<file path="src/rtl/fifo_flags_pkg.sv">
// Shared FIFO definitions.
// Default word and address widths plus the count-width helper. The UART and
// Morse top levels reuse these so every FIFO instance agrees on its sizes.
// No ports; this file is a package only.
package fifo_flags_pkg;

    localparam int DEF_WORD_BITS = 8;
    localparam int DEF_ADDR_BITS = 4;

    // The count needs one bit more than the pointers so DEPTH itself fits.
    function automatic int count_bits(input int addr_bits);
        return addr_bits + 1;
    endfunction

endpackage

</file>
<file path="src/rtl/fifo_flags_ram.sv">
// fifo_ram: 2**ADDR_BITS x WORD_BITS simple dual-port storage.
// Ports:
//   clk_i    : clock, write port captures on its rising edge
//   we_i     : write enable
//   waddr_i  : write address
//   wdata_i  : write data
//   raddr_i  : read address
//   rdata_o  : asynchronous read data at raddr_i
// Contents are never reset; the owner tracks which entries are valid.
module fifo_ram
    import fifo_flags_pkg::*;
#(
    parameter int WORD_BITS = DEF_WORD_BITS,
    parameter int ADDR_BITS = DEF_ADDR_BITS
) (
    input  logic                 clk_i,
    input  logic                 we_i,
    input  logic [ADDR_BITS-1:0] waddr_i,
    input  logic [WORD_BITS-1:0] wdata_i,
    input  logic [ADDR_BITS-1:0] raddr_i,
    output logic [WORD_BITS-1:0] rdata_o
);

    localparam int DEPTH = 2 ** ADDR_BITS;

    logic [WORD_BITS-1:0] mem_q [DEPTH];

    always_ff @(posedge clk_i) begin
        if (we_i) begin
            mem_q[waddr_i] <= wdata_i;
        end
    end

    assign rdata_o = mem_q[raddr_i];

endmodule

</file>
<file path="src/rtl/fifo_flags.sv">
// fifo_flags: first-word-fall-through FIFO with occupancy count,
// programmable almost-full/almost-empty thresholds, sticky overflow and
// underflow flags and a synchronous flush.
// Ports:
//   clk_i          : clock, all state on the rising edge
//   reset_i        : synchronous active-high reset (highest priority)
//   clear_i        : synchronous flush, empties FIFO and clears error flags
//   write_i/wdata_i: write request and data
//   read_i         : read request, pops the head entry
//   rdata_o        : head entry, valid while empty_o=0
//   empty_o/full_o : count == 0 / count == DEPTH
//   almost_empty_o : count <= AE_LEVEL
//   almost_full_o  : count >= AF_LEVEL
//   count_o        : stored entries, 0..DEPTH
//   overflow_o     : sticky, a write was rejected
//   underflow_o    : sticky, a read was rejected
module fifo_flags
    import fifo_flags_pkg::*;
#(
    parameter int WORD_BITS = DEF_WORD_BITS,
    parameter int ADDR_BITS = DEF_ADDR_BITS,
    parameter int AF_LEVEL  = (2 ** ADDR_BITS) - 2,
    parameter int AE_LEVEL  = 2
) (
    input  logic                 clk_i,
    input  logic                 reset_i,
    input  logic                 clear_i,
    input  logic                 write_i,
    input  logic [WORD_BITS-1:0] wdata_i,
    input  logic                 read_i,
    output logic [WORD_BITS-1:0] rdata_o,
    output logic                 empty_o,
    output logic                 full_o,
    output logic                 almost_empty_o,
    output logic                 almost_full_o,
    output logic [ADDR_BITS:0]   count_o,
    output logic                 overflow_o,
    output logic                 underflow_o
);

    localparam int CW    = count_bits(ADDR_BITS);
    localparam int DEPTH = 2 ** ADDR_BITS;

    localparam logic [CW-1:0] DEPTH_CNT = CW'(DEPTH);
    localparam logic [CW-1:0] AF_CNT    = CW'(AF_LEVEL);
    localparam logic [CW-1:0] AE_CNT    = CW'(AE_LEVEL);

    logic [ADDR_BITS-1:0] wptr_q, wptr_d;
    logic [ADDR_BITS-1:0] rptr_q, rptr_d;
    logic [CW-1:0]        count_q, count_d;
    logic                 empty_q, empty_d;
    logic                 full_q, full_d;
    logic                 aempty_q, aempty_d;
    logic                 afull_q, afull_d;
    logic                 ovf_q, ovf_d;
    logic                 unf_q, unf_d;

    logic                 wr_acc;
    logic                 rd_acc;
    logic                 ram_we;

    // A write into a full FIFO is still fine if a pop frees a slot in the
    // same cycle; decisions use registered flags only.
    assign wr_acc = write_i & (~full_q | read_i);
    assign rd_acc = read_i & ~empty_q;

    // Reset and flush swallow any write in their cycle.
    assign ram_we = wr_acc & ~reset_i & ~clear_i;

    always_comb begin
        wptr_d  = wptr_q;
        rptr_d  = rptr_q;
        count_d = count_q;
        ovf_d   = ovf_q;
        unf_d   = unf_q;

        if (reset_i || clear_i) begin
            wptr_d  = '0;
            rptr_d  = '0;
            count_d = '0;
            ovf_d   = 1'b0;
            unf_d   = 1'b0;
        end else begin
            if (wr_acc) begin
                wptr_d = wptr_q + ADDR_BITS'(1);
            end
            if (rd_acc) begin
                rptr_d = rptr_q + ADDR_BITS'(1);
            end
            if (wr_acc && !rd_acc) begin
                count_d = count_q + CW'(1);
            end else if (rd_acc && !wr_acc) begin
                count_d = count_q - CW'(1);
            end
            ovf_d = ovf_q | (write_i & ~wr_acc);
            unf_d = unf_q | (read_i & ~rd_acc);
        end

        // Flags come from the next count so they line up with count_o.
        empty_d  = (count_d == '0);
        full_d   = (count_d == DEPTH_CNT);
        aempty_d = (count_d <= AE_CNT);
        afull_d  = (count_d >= AF_CNT);
    end

    always_ff @(posedge clk_i) begin
        wptr_q   <= wptr_d;
        rptr_q   <= rptr_d;
        count_q  <= count_d;
        empty_q  <= empty_d;
        full_q   <= full_d;
        aempty_q <= aempty_d;
        afull_q  <= afull_d;
        ovf_q    <= ovf_d;
        unf_q    <= unf_d;
    end

    fifo_ram #(
        .WORD_BITS (WORD_BITS),
        .ADDR_BITS (ADDR_BITS)
    ) u_ram (
        .clk_i   (clk_i),
        .we_i    (ram_we),
        .waddr_i (wptr_q),
        .wdata_i (wdata_i),
        .raddr_i (rptr_q),
        .rdata_o (rdata_o)
    );

    assign count_o        = count_q;
    assign empty_o        = empty_q;
    assign full_o         = full_q;
    assign almost_empty_o = aempty_q;
    assign almost_full_o  = afull_q;
    assign overflow_o     = ovf_q;
    assign underflow_o    = unf_q;

endmodule

</file>
<file path="config.mk">
export PLATFORM = sky130hd
export DESIGN_NAME = fifo_flags
export DESIGN_NICKNAME = d
export VERILOG_FILES = /design/src/rtl/fifo_flags_pkg.sv /design/src/rtl/fifo_flags_ram.sv /design/src/rtl/fifo_flags.sv
export SDC_FILE = /design/constraint.sdc
export NUM_CORES = 1
export LEC_CHECK = 0
export CORE_MARGIN = 5
export CORE_UTILIZATION = 60
export CTS_CLUSTER_DIAMETER = 80
export DETAILED_ROUTE_END_ITERATION = 6
export GPL_ROUTABILITY_DRIVEN = 0
export PLACE_DENSITY = 0.8
export SYNTH_ARGS = -nofsm -noshare
export SYNTH_HDL_FRONTEND = slang
export SYNTH_SLANG_ARGS = --single-unit
</file>
<file path="constraint.sdc">
create_clock -name clk_i -period 3.88 [get_ports clk_i]
set_clock_uncertainty 0.15 [all_clocks]
set_input_delay 1.164 -clock clk_i [delete_from_list [all_inputs] [get_ports clk_i]]
set_output_delay 1.164 -clock clk_i [all_outputs]
set_load 0.005 [all_outputs]
</file>
==> run_results.csv <==
group,metric,value,unit
die,die_w,110.1,um
place,portBuffers,31,
clock_network,htree_levels,4,
detailed_routing,first_iter_violations,345,
worst_hold_path,hold_path_class,"reg -> reg",
grt,grt_pass1_wl,20440,um
die,die_h,110.1,um
detailed_routing,avgViaCountPerCell,6.269,
flow_run,cap_violations,0,
timing,finalSetupViolCount,0,
clock_network,ctsHoldBuffers,0,
cells_and_area,multi_input_area,1598,um2
timing,worstMarginPinSlew,0.6803,ns
timing,fin_crit,3.808,ns
timing,post-route-period-util,98.14,%
pwr,p_leak,2.334,nW
clock_network,cts.path.max_buffers,2,
die,core,9774,um2
timing,grt_setup_unrepaired,"false",
grt,track_usage,24.92,%
setup_path,worstPathRequired,2.57,ns
setup_path,endpoint,"rdata_o[1]",
clock_network,cts_tree,"yes",
cells_and_area,diodes,0,
logic_synthesis,synthTopCellsByArea,"edfxtp_1 (64%), mux4_2 (15%), dfxtp_1 (7.7%)",
setup_path,rr_worst_depth,5,
setup_path,worstSetupPathType,"reg -> out",
logic_synthesis,synth-edff-count,128,
place,hpwl,7359,um
grt,grt_overflow_total,0,
setup_path,critPathCaptureType,"output port",
worst_hold_path,worstHoldPathCells,2,
timing,slew_viol_final,0,
cells_and_area,ff_latch_area,4308,um2
timing,slew_headroom,54.51,%
clock_network,cts.sinks,151,
die,rows,36,
detailed_routing,vias,3166,
setup_path,crit_arrival,2.49,ns
cells_and_area,fillers,576,
grt,antenna_found_initial,0,
pwr,ir_drop,0.0003143,V
cells_and_area,area_growth_syn_to_layout,19.33,%
detailed_routing,post-route-drc-count,0,
grt,grt_max_degree,33,
detailed_routing,wl_per_cell,27.07,um
logic_synthesis,synth_top_cell_by_area,"edfxtp_1",
die,start_util,61.52,%
clock_network,clk_pin_slew_worst_paths,0.06,ns
setup_path,r2r_start,"full_o",
logic_synthesis,synth_ff_type,"edfxtp_1",
logic_synthesis,synth_cell_types,44,
clock_network,cts_root_buf,"clkbuf_8",
grt,grt_pass1_vias,3287,
logic_synthesis,ys_ff_latch,151,
logic_synthesis,synth_top_area_share,63.92,%
cells_and_area,final_cells,505,
logic_synthesis,async_flop_share,0,%
setup_path,reg2reg_slack,1.43,ns
clock_network,worstSkewPairLatency,0.52,ns
timing,tns,0,ns
logic_synthesis,synth_seq_area_share,71.58,%
setup_path,r2r-end,"u_ram.mem_q[0][7]",
die,fp.dieArea,12120,um2
logic_synthesis,synth_fp_nets,331,
cells_and_area,drive_gt1_share,24.73,%
setup_path,cp_max_fo,16,
clock_network,numCtsBuffers,17,
setup_path,start_kind,"flip-flop",
detailed_routing,routed_wl,13670,um
cells_and_area,num-nets-final,379,
cells_and_area,final_common_cell,"edfxtp_1",
logic_synthesis,ys_warn_count,0,
timing,finalHoldViolations,0,
logic_synthesis,postSynthAreaPerCell,19.34,um2
cells_and_area,final_cell_mix,"edfxtp_1 (128), mux4_2 (40), clkdlybuf4s50_1 (23)",
pwr,powerDensity,507.8,nW/um2
die,ioPinCount,32,
detailed_routing,firstDrtPassIters,5,
place,place_inst,470,
logic_synthesis,syn_inst,311,
run_status,status,"completed",
cells_and_area,final_util,73.41,%
timing,fmax,0.2626,GHz
logic_synthesis,syn-cell-area,6013,um2
detailed_routing,postRouteAntennaNets,0,
layer usage:
layer / wire [um] / GRT usage, % / up-vias
li1: - / - / 1346
met1: 5509 / 32.92 / 1626
met2: 6997 / 40.42 / 168
met3: 823 / 5.882 / 26
met4: 339 / 10.03 / 0
met5: 0 / 0 / -
flip-flops by register name (all words and copies together), names as in the netlist, named ones only:
register        count
rptr_q              4
full_o              1
almost_empty_o      1
u_ram.mem_q       128
wptr_q              4
almost_full_o       1
count_o             5
empty_o             1
overflow_o          1
underflow_o         1
kinds of logic (layout without fill, tap and decap cells):
logic type	count (synthesis)	count (layout)	share of synthesized area, %
AO/OA/AOI/OAI	16	16	1.977
XOR/XNOR	9	9	1.311
AND/OR/NAND/NOR	65	65	6.118
multiplexers	44	44	15.71
adder cells (fa/ha/maj)	7	7	1.456
buffers and inverters	19	80	1.852
flip-flops	151	151	71.58
cells in the mapped netlist, types with 2 or more instances:
cell type and number:
a21oi_1 5, and2_1 16, buf_1 5, buf_2 2, buf_6 5, dfxtp_1 23
edfxtp_1 128, ha_1 7, inv_1 6, mux2i_1 3, mux4_2 40, nand2_1 8
nand4_1 3, nor2_1 18, nor2b_1 2, nor3_1 2, nor3b_1 3, or3_1 2
xnor2_1 4, xor2_1 5
power by group:
part	internal [mW]	switching, mW	total [mW]
registers	1.77	0.00920	1.78
clock network	1.10	0.632	1.74
logic	0.0625	0.0694	0.132
what timing repair did:
action | CTS | global route
gates resized for setup | 12 | 1
cloned | 2 | 0
setup buffers | 1 | 0
setup endpoints to repair | 8 | 1
pin swaps | 0 | 0
metrics by stage:
step | power (mW) | area (um2) | hold slack (ns) | worst slack (ns)
floorplan | 1.873 | 6013 | 0.3104 | 0.9615
global placement | 1.933 | 6487 | 0.3101 | 0.2392
detailed placement | 1.936 | 6487 | 0.3173 | 0.2107
CTS | 3.636 | 7181 | 0.3427 | 0.01151
global route | 3.750 | 7176 | 0.3808 | 0.01032
finish | 3.644 | 7176 | 0.3337 | 0.07226
worst min-delay path by stage:
| stage | end | from | slack, ns |
|---|---|---|---|
| floorplan | overflow_o | overflow_o | 0.31 |
| global placement | underflow_o | underflow_o | 0.31 |
| detailed placement | overflow_o | overflow_o | 0.32 |
| CTS | overflow_o | overflow_o | 0.34 |
| global route | overflow_o | overflow_o | 0.38 |
| finish | overflow_o | overflow_o | 0.33 |
worst max-delay path: stages, from the launching register on:
cell and delay [ns]:
dfxtp_4 0.43, buf_16 0.20, mux4_2 0.56, mux4_2 0.50, dlygate4sd2_1 0.28
final cells by class:
cell class | instances | area share [%]
multi-input combinational | 141 | 22.27
sequential | 151 | 60.03
clock buffer | 18 | 5.824
tap | 133 | 2.319
inverter | 6 | 0.3139
clock inverter | 14 | 2.877
timing repair buffer | 42 | 6.364
(Power assumes the default switching activity.)
